===== config.mk =====
export PLATFORM = sky130hd
export DESIGN_NAME = axis_stall_sig_generator
export DESIGN_NICKNAME = d
export VERILOG_FILES = /design/src/rtl/axis_stall_sig_generator.sv
export SDC_FILE = /design/constraint.sdc
export NUM_CORES = 1
export LEC_CHECK = 0
export ABC_AREA = 1
export CAP_MARGIN = 20
export CORE_MARGIN = 5
export CORE_UTILIZATION = 40
export DETAILED_ROUTE_END_ITERATION = 8
export PLACE_DENSITY = 0.54
export SYNTH_ARGS = -nofsm -noshare
export SYNTH_HDL_FRONTEND = slang
export SYNTH_SLANG_ARGS = --single-unit
export TNS_END_PERCENT = 30

===== constraint.sdc =====
create_clock -name clock -period 10.8 [get_ports clock]
set_input_delay 1.62 -clock clock [delete_from_list [all_inputs] [get_ports clock]]
set_output_delay 1.62 -clock clock [all_outputs]
set_load 0.02 [all_outputs]

===== src/rtl/axis_stall_sig_generator.sv =====
// axis_stall_sig_generator: per-channel AXI-Stream stall detector driving axis_block_sigs
// Ports: clock, reset (sync, active-high), enable, ch_tvalid/ch_tready [NUM_CH] in;
//   axis_block_sigs [NUM_CH], any_block, block_cnt [$clog2(NUM_CH+1)] out.
// Define AXIS_STALL_CAPTURE_EN to add first_block_valid / first_block_idx (sticky first-block capture).
module axis_stall_sig_generator #(
  parameter int NUM_CH = 12,
  parameter int STALL_CYCLES = 16,
  parameter logic [NUM_CH-1:0] CONSUMER_MASK = 12'h0FF,
  parameter int CNT_W = 16
)(
  input  logic clock,
  input  logic reset,
  input  logic enable,
  input  logic [NUM_CH-1:0] ch_tvalid,
  input  logic [NUM_CH-1:0] ch_tready,
  output logic [NUM_CH-1:0] axis_block_sigs,
  output logic any_block,
  output logic [$clog2(NUM_CH+1)-1:0] block_cnt
`ifdef AXIS_STALL_CAPTURE_EN
  ,
  output logic first_block_valid,
  output logic [$clog2(NUM_CH)-1:0] first_block_idx
`endif
);
  localparam int BW = $clog2(NUM_CH+1);
  localparam logic [CNT_W-1:0] ONE = CNT_W'(1);
  localparam logic [CNT_W-1:0] LAST = CNT_W'(STALL_CYCLES-1);
  typedef enum logic [1:0] {IDLE, STALL, BLOCKED} state_t;
  state_t state_q [NUM_CH];
  state_t state_d [NUM_CH];
  logic [CNT_W-1:0] cnt_q [NUM_CH];
  logic [CNT_W-1:0] cnt_d [NUM_CH];
  logic [NUM_CH-1:0] stall, go, blk_d;
  logic [BW-1:0] cnt_sum;
  assign stall = (CONSUMER_MASK & ch_tready & ~ch_tvalid) | (~CONSUMER_MASK & ch_tvalid & ~ch_tready);
  assign go = stall & {NUM_CH{enable}};
  always_comb begin
    cnt_sum = '0;
    blk_d = '0;
    for (int i = 0; i < NUM_CH; i++) begin
      state_d[i] = !go[i] ? IDLE :
                   (state_q[i] == BLOCKED || (state_q[i] == STALL && cnt_q[i] == LAST) ||
                    (state_q[i] == IDLE && STALL_CYCLES == 1)) ? BLOCKED : STALL;
      cnt_d[i] = !go[i] ? '0 : state_q[i] == BLOCKED ? cnt_q[i] : state_q[i] == IDLE ? ONE : cnt_q[i] + ONE;
      blk_d[i] = state_d[i] == BLOCKED;
      cnt_sum = cnt_sum + BW'(blk_d[i]);
    end
  end
  always_ff @(posedge clock) begin
    if (reset) begin
      state_q <= '{default: IDLE};
      cnt_q <= '{default: '0};
      axis_block_sigs <= '0;
      any_block <= 1'b0;
      block_cnt <= '0;
    end else begin
      state_q <= state_d;
      cnt_q <= cnt_d;
      axis_block_sigs <= blk_d;
      any_block <= |blk_d;
      block_cnt <= cnt_sum;
    end
  end
`ifdef AXIS_STALL_CAPTURE_EN
  localparam int IW = $clog2(NUM_CH);
  logic [NUM_CH-1:0] new_blk;
  logic [IW-1:0] idx_d;
  always_comb begin
    new_blk = blk_d & ~axis_block_sigs;
    idx_d = '0;
    for (int i = NUM_CH-1; i >= 0; i--) if (new_blk[i]) idx_d = IW'(i);
  end
  always_ff @(posedge clock) begin
    if (reset) begin
      first_block_valid <= 1'b0;
      first_block_idx <= '0;
    end else if (!first_block_valid && |new_blk) begin
      first_block_valid <= 1'b1;
      first_block_idx <= idx_d;
    end
  end
`endif
endmodule


# Yosys cells after proc, flatten, opt, wreduce, memory -nomap -nowiden
# Cells that the tools add are included.
# classes
add_sub_neg,23
eq_ne,48
n_mux,36
bitwise_logic,18
n_reduce_logical,49
# op_table
operator,n
adder 16 x 1 -> 16 bit (second input constant),12
equality test 16 x 4 -> 1 bit (second input constant),12
two-way mux 16 bit,12
equality test 2 bit (second input constant),24
two-way mux 2 bit,24
adder 4 x 1 -> 4 bit,8
AND 12 bit,2
equality test 2 x 1 -> 1 bit (second input constant),12
logical NOT 2 bit,12
NOT 12 bit,2
OR reduction 2 bit,12
AND 8 x 12 -> 12 bit,1
logical AND 1 bit,12
logical OR 1 bit,12
NOT 1 bit,12
OR 12 bit,1
OR reduction 12 bit,1
adder 3 x 1 -> 4 bit,1
adder 2 x 1 -> 3 bit,1
adder 1 x 1 -> 2 bit,1
# word_totals
regBits,233
in_bits,27
output_inout_bits,17
elab_cells,201

# Logic depth before layout (Yosys ltp)
# logic_depth
depth_word,17
depth_mapped,18
depth_no_buf,18

# Worst setup path before layout
# OpenSTA, ideal clock, no wires.
# synth_path
path_type,input to register
from,in enable
to,reg block_cnt[2]
arrival_ns,4.777
required_time_ns,10.672
path_slack_ns,5.895
cell_stages,14
cell_sequence,buf_4 -> nand2_1 -> nor2_1 -> nand2_1 -> fa_1 -> fa_1 -> fa_1 -> inv_1 -> fa_1 -> ha_1 -> inv_1 -> fa_1 -> xor2_1 -> nor2_1
# synth_via
elab_chain_cells,14
# synth_lines
element,line_no,text
from (decl),13,"input logic enable,"
AND 12 bit (*),36,assign go = stall & {NUM_CH{enable}};
two-way mux 2 bit,41,state_d[i] = !go[i] ? IDLE :
equality test 2 bit,45,blk_d[i] = state_d[i] == BLOCKED;
adder 1 x 1 -> 2 bit,46,cnt_sum = cnt_sum + BW'(blk_d[i]);
adder 2 x 1 -> 3 bit,46,
adder 3 x 1 -> 4 bit,46,
adder 4 x 1 -> 4 bit (7 in a row),46,
adder 4 x 1 -> 4 bit (*),46,
to (signal assigned),61,block_cnt <= cnt_sum;
to (decl),18,output logic [$clog2(NUM_CH+1)-1:0] block_cnt
# Every way passes the cells marked *; elsewhere a longest branch is shown, timed or not.
# A chain may end at the register's enable or synchronous reset.

# Worst setup path after layout
# Same ends and word-level chain as after synthesis.

==> flow_metrics.env <==
export IMPL_outcome="finished, final reports clean"
export IMPL_post_cts_resized=0
export IMPL_drv_slew=0
export IMPL_synthArstFlopShare_pct=0
export IMPL_fp_dieW_um=178
export IMPL_design_power_total_w=0.00175
export IMPL_final_nets=1707
export IMPL_critical_path_max_fanout=12
export IMPL_grt_pass1_vias=9201
export IMPL_area_growth_syn_to_layout_pct=14.5
export IMPL_grt_start_max_net_pins=19
export IMPL_gr_usage_all_layers_pct=16.0
export IMPL_crit_arrival_ns=5.99
export IMPL_detail_route_drc_violations=0
export IMPL_ant_nets=0
export IMPL_dp_final_hpwl_um=18300
export IMPL_start_util_pct=40.5
export IMPL_post_route_min_period_ns=5.62
export IMPL_tightestPinTransition_ns=0.999
export IMPL_floorplan_die_area_um2=31700
export IMPL_clock_tree_root_cell="sky130_fd_sc_hd__clkbuf_16"
export IMPL_synthesis_area_per_instance_um2=7.03
export IMPL_cts_tree="done"
export IMPL_worst_r2r_setup_slack_ns=6.39
export IMPL_cp_slowest_stage_delay_ns=0.95
export IMPL_whs_ns=0.460
export IMPL_clock_buffers_created_by_tritoncts=26
export IMPL_report_final_setup_viol=0
export IMPL_yosys_warnings=0
export IMPL_most_used_flip_flop_cell_after_synthesis="sky130_fd_sc_hd__dfxtp_1"
export IMPL_synth_most_common_cell="sky130_fd_sc_hd__nand2_1"
export IMPL_floorplan_die_height_um=178
export IMPL_reg2regPathDepth=16
export IMPL_power_per_cell_area_nw_per_um2=135
export IMPL_vias=9838
export IMPL_worst_hold_path_type="flip-flop to flip-flop"
export IMPL_dpl_cell_area_um2=12100
export IMPL_synth_seq_area_share_pct=39.2
export IMPL_total_inserted_antenna_cells=0
export IMPL_postLayoutCellArea_um2=12900
export IMPL_ctsHoldBuffers=0
export IMPL_drt_pass1_iter_count=4
export IMPL_min_delay_worst_endpoint="cnt_q[175]"
export IMPL_vias_per_cell=4.79
export IMPL_rr_endpoint="block_cnt[2]"
export IMPL_hold_path_cell_cnt=2
export IMPL_cp_start_kind="input port"
export IMPL_setup_worst_path_end_class="flip-flop"
export IMPL_synth_top_cells_by_area="sky130_fd_sc_hd__dfxtp_1 (39%), sky130_fd_sc_hd__nand2_1 (13%), sky130_fd_sc_hd__nor2_1 (8.0%)"
export IMPL_clock_latency_ns=0.52
export IMPL_post_route_util_pct=46.4
export IMPL_crit_path_cell_trace="clkdlybuf4s50_1 -> nand2_1 -> nor2_1 -> inv_1 -> a21oi_1 -> inv_1 -> fa_1 -> fa_1 -> fa_1 -> inv_1 -> fa_1 -> ha_1 -> inv_1 -> fa_1 -> xor2_1 -> nor2_1"
export IMPL_overflow=0
export IMPL_grt_first_pass_wirelength_um=43000
export IMPL_skew_ns=0.00751
export IMPL_max_cap_viol_count=0
export IMPL_synth_top_cell_area_share_pct=39.2
export IMPL_rsz0062_at_grt="false"
export IMPL_detailed_route_wire_length_um=24800
export IMPL_max_freq_ghz=0.178
export IMPL_leakage_nw=5.02
export IMPL_max_slew_margin_pct=33.2
export IMPL_gpl_final_weighted_congestion=0.788
export IMPL_irDropWorstVdd_v=0.0000975
export IMPL_netlist_area_um2=11300
export IMPL_final_setup_tns_ns=0
export IMPL_placeableCoreArea_um2=27900
export IMPL_min_delay_start="cnt_q[175]"
export IMPL_clock_sink_count=221
export IMPL_synth_fp_nets=1658
export IMPL_number_of_flops_mapped_to_enable_cells_by_yosys=0
export IMPL_post_synth_top_area_cell="sky130_fd_sc_hd__dfxtp_1"
export IMPL_grt_antenna_before_repair=0
export IMPL_drt_first_iter_violations=427
export IMPL_post_route_cells_drive_above_1_share_pct=10.4
export IMPL_synthCells=1607
export IMPL_worstReg2RegStart="cnt_q[176]"
export IMPL_ctsLongestPathBuffers=3
export IMPL_synthDistinctLibCells=46
export IMPL_path_class="input port to flip-flop"
export IMPL_cp_max_delay_cell="sky130_fd_sc_hd__clkdlybuf4s50_1"
export IMPL_path_common_cell="sky130_fd_sc_hd__fa_1"
export IMPL_netlist_top_cells_count="sky130_fd_sc_hd__nand2_1 (388), sky130_fd_sc_hd__nor2_1 (241), sky130_fd_sc_hd__dfxtp_1 (221)"
export IMPL_wl_per_cell_um=12.1
export IMPL_post_cts_buffers=0
export IMPL_cts_max_level=1
export IMPL_port_buffer_count=43
export IMPL_post_route_period_util_pct=52.0
export IMPL_core_rowCount=61
export IMPL_cp_required_ns=11.17
export IMPL_ioPinCount=44
export IMPL_clk_transition_reported_paths_ns=0.06
export IMPL_synth_seq_cells=221
export IMPL_hold_viol_final=0
power by group:
| part | switching, W | internal [W] | total, W |
|---|---|---|---|
| logic | 0.0000249 | 0.0000141 | 0.0000390 |
| clock network | 0.000344 | 0.000547 | 0.000891 |
| registers | 0.00000293 | 0.000818 | 0.000821 |
cell usage in the layout, fill, tap and decap left out, types with 11 or more instances in the layout:
cell type / count
sky130_fd_sc_hd__nand2_1: 388
sky130_fd_sc_hd__nor2_1: 241
sky130_fd_sc_hd__dfxtp_1: 221
sky130_fd_sc_hd__inv_1: 200
sky130_fd_sc_hd__nand3_1: 83
sky130_fd_sc_hd__a21oi_1: 57
sky130_fd_sc_hd__clkdlybuf4s50_1: 43
sky130_fd_sc_hd__nor3_1: 38
sky130_fd_sc_hd__nand2_2: 31
sky130_fd_sc_hd__a211oi_1: 31
sky130_fd_sc_hd__a22oi_1: 28
sky130_fd_sc_hd__clkbuf_16: 27
sky130_fd_sc_hd__nor2_4: 26
sky130_fd_sc_hd__inv_2: 25
sky130_fd_sc_hd__o21ai_0: 25
sky130_fd_sc_hd__nor2_2: 24
sky130_fd_sc_hd__nand4_1: 20
sky130_fd_sc_hd__ha_1: 17
sky130_fd_sc_hd__o31ai_1: 16
sky130_fd_sc_hd__o21ai_1: 14
sky130_fd_sc_hd__a221oi_1: 12
sky130_fd_sc_hd__clkinv_1: 11
sky130_fd_sc_hd__nor3_2: 11
worst max-delay path by stage:
stage | to | slack [ns] | start | cells past startpoint
2_1_floorplan | block_cnt[2] | 5.90 | enable | 14
3_3_place_gp | block_cnt[2] | 4.70 | enable | 16
3_5_place_dp | block_cnt[2] | 4.62 | enable | 16
4_1_cts | block_cnt[2] | 5.17 | enable | 16
5_1_grt | block_cnt[2] | 4.94 | enable | 16
6_report | block_cnt[2] | 5.18 | enable | 16
registers in the layout, indices dropped and copies added, names as in the netlist:
| signal | count |
|---|---|
| any_block | 1 |
| axis_block_sigs | 11 |
| block_cnt | 4 |
| cnt_q | 192 |
| state_q | 13 |
layer usage:
metal | track usage, % | up-vias | share of wire (%)
met5 | 0 | - | 0
met4 | 3.32 | 0 | 1.7
met3 | 2.27 | 31 | 3.2
met2 | 26.4 | 105 | 45
met1 | 22.3 | 4417 | 50
li1 | - | 5285 | -
per-stage QoR:
step	instances	setup slack, ns
global route	2053	4.94
CTS	2053	5.17
floorplan	1607	5.90
detailed placement	2006	4.62
global placement	2006	4.70
finish	2053	5.18
worst max-delay path: cells and delay by family:
family,cells,cell delay (ns)
adders and majority gates,6,2.55
buffers and inverters,5,1.24
and+or+nand+nor,3,0.26
AOI/OAI and AO/OA,1,0.19
xor gates and xnor gates,1,0.14
cells by family after synthesis:
| kind of cell | count (synthesis) | share of synthesized area, % |
|---|---|---|
| and+or+nand+nor | 886 | 35.7 |
| buffers and inverters | 258 | 9.07 |
| DFF | 221 | 39.2 |
| AOI/OAI and AO/OA | 205 | 11.8 |
| adders and majority gates | 24 | 3.12 |
| xor gates and xnor gates | 10 | 0.776 |
| muxes | 3 | 0.299 |
layout make-up:
| class | instances | area [µm²] |
|---|---|---|
| inverter | 236 | 886 |
| sequential | 221 | 4420 |
| clock inverter | 5 | 81.3 |
| clock buffer | 42 | 792 |
| tap | 378 | 473 |
| fill | 2922 | 14900 |
| multi-input combinational | 1128 | 5840 |
| timing repair buffer | 43 | 430 |
Note: power is estimated with default switching activity, not from simulation.
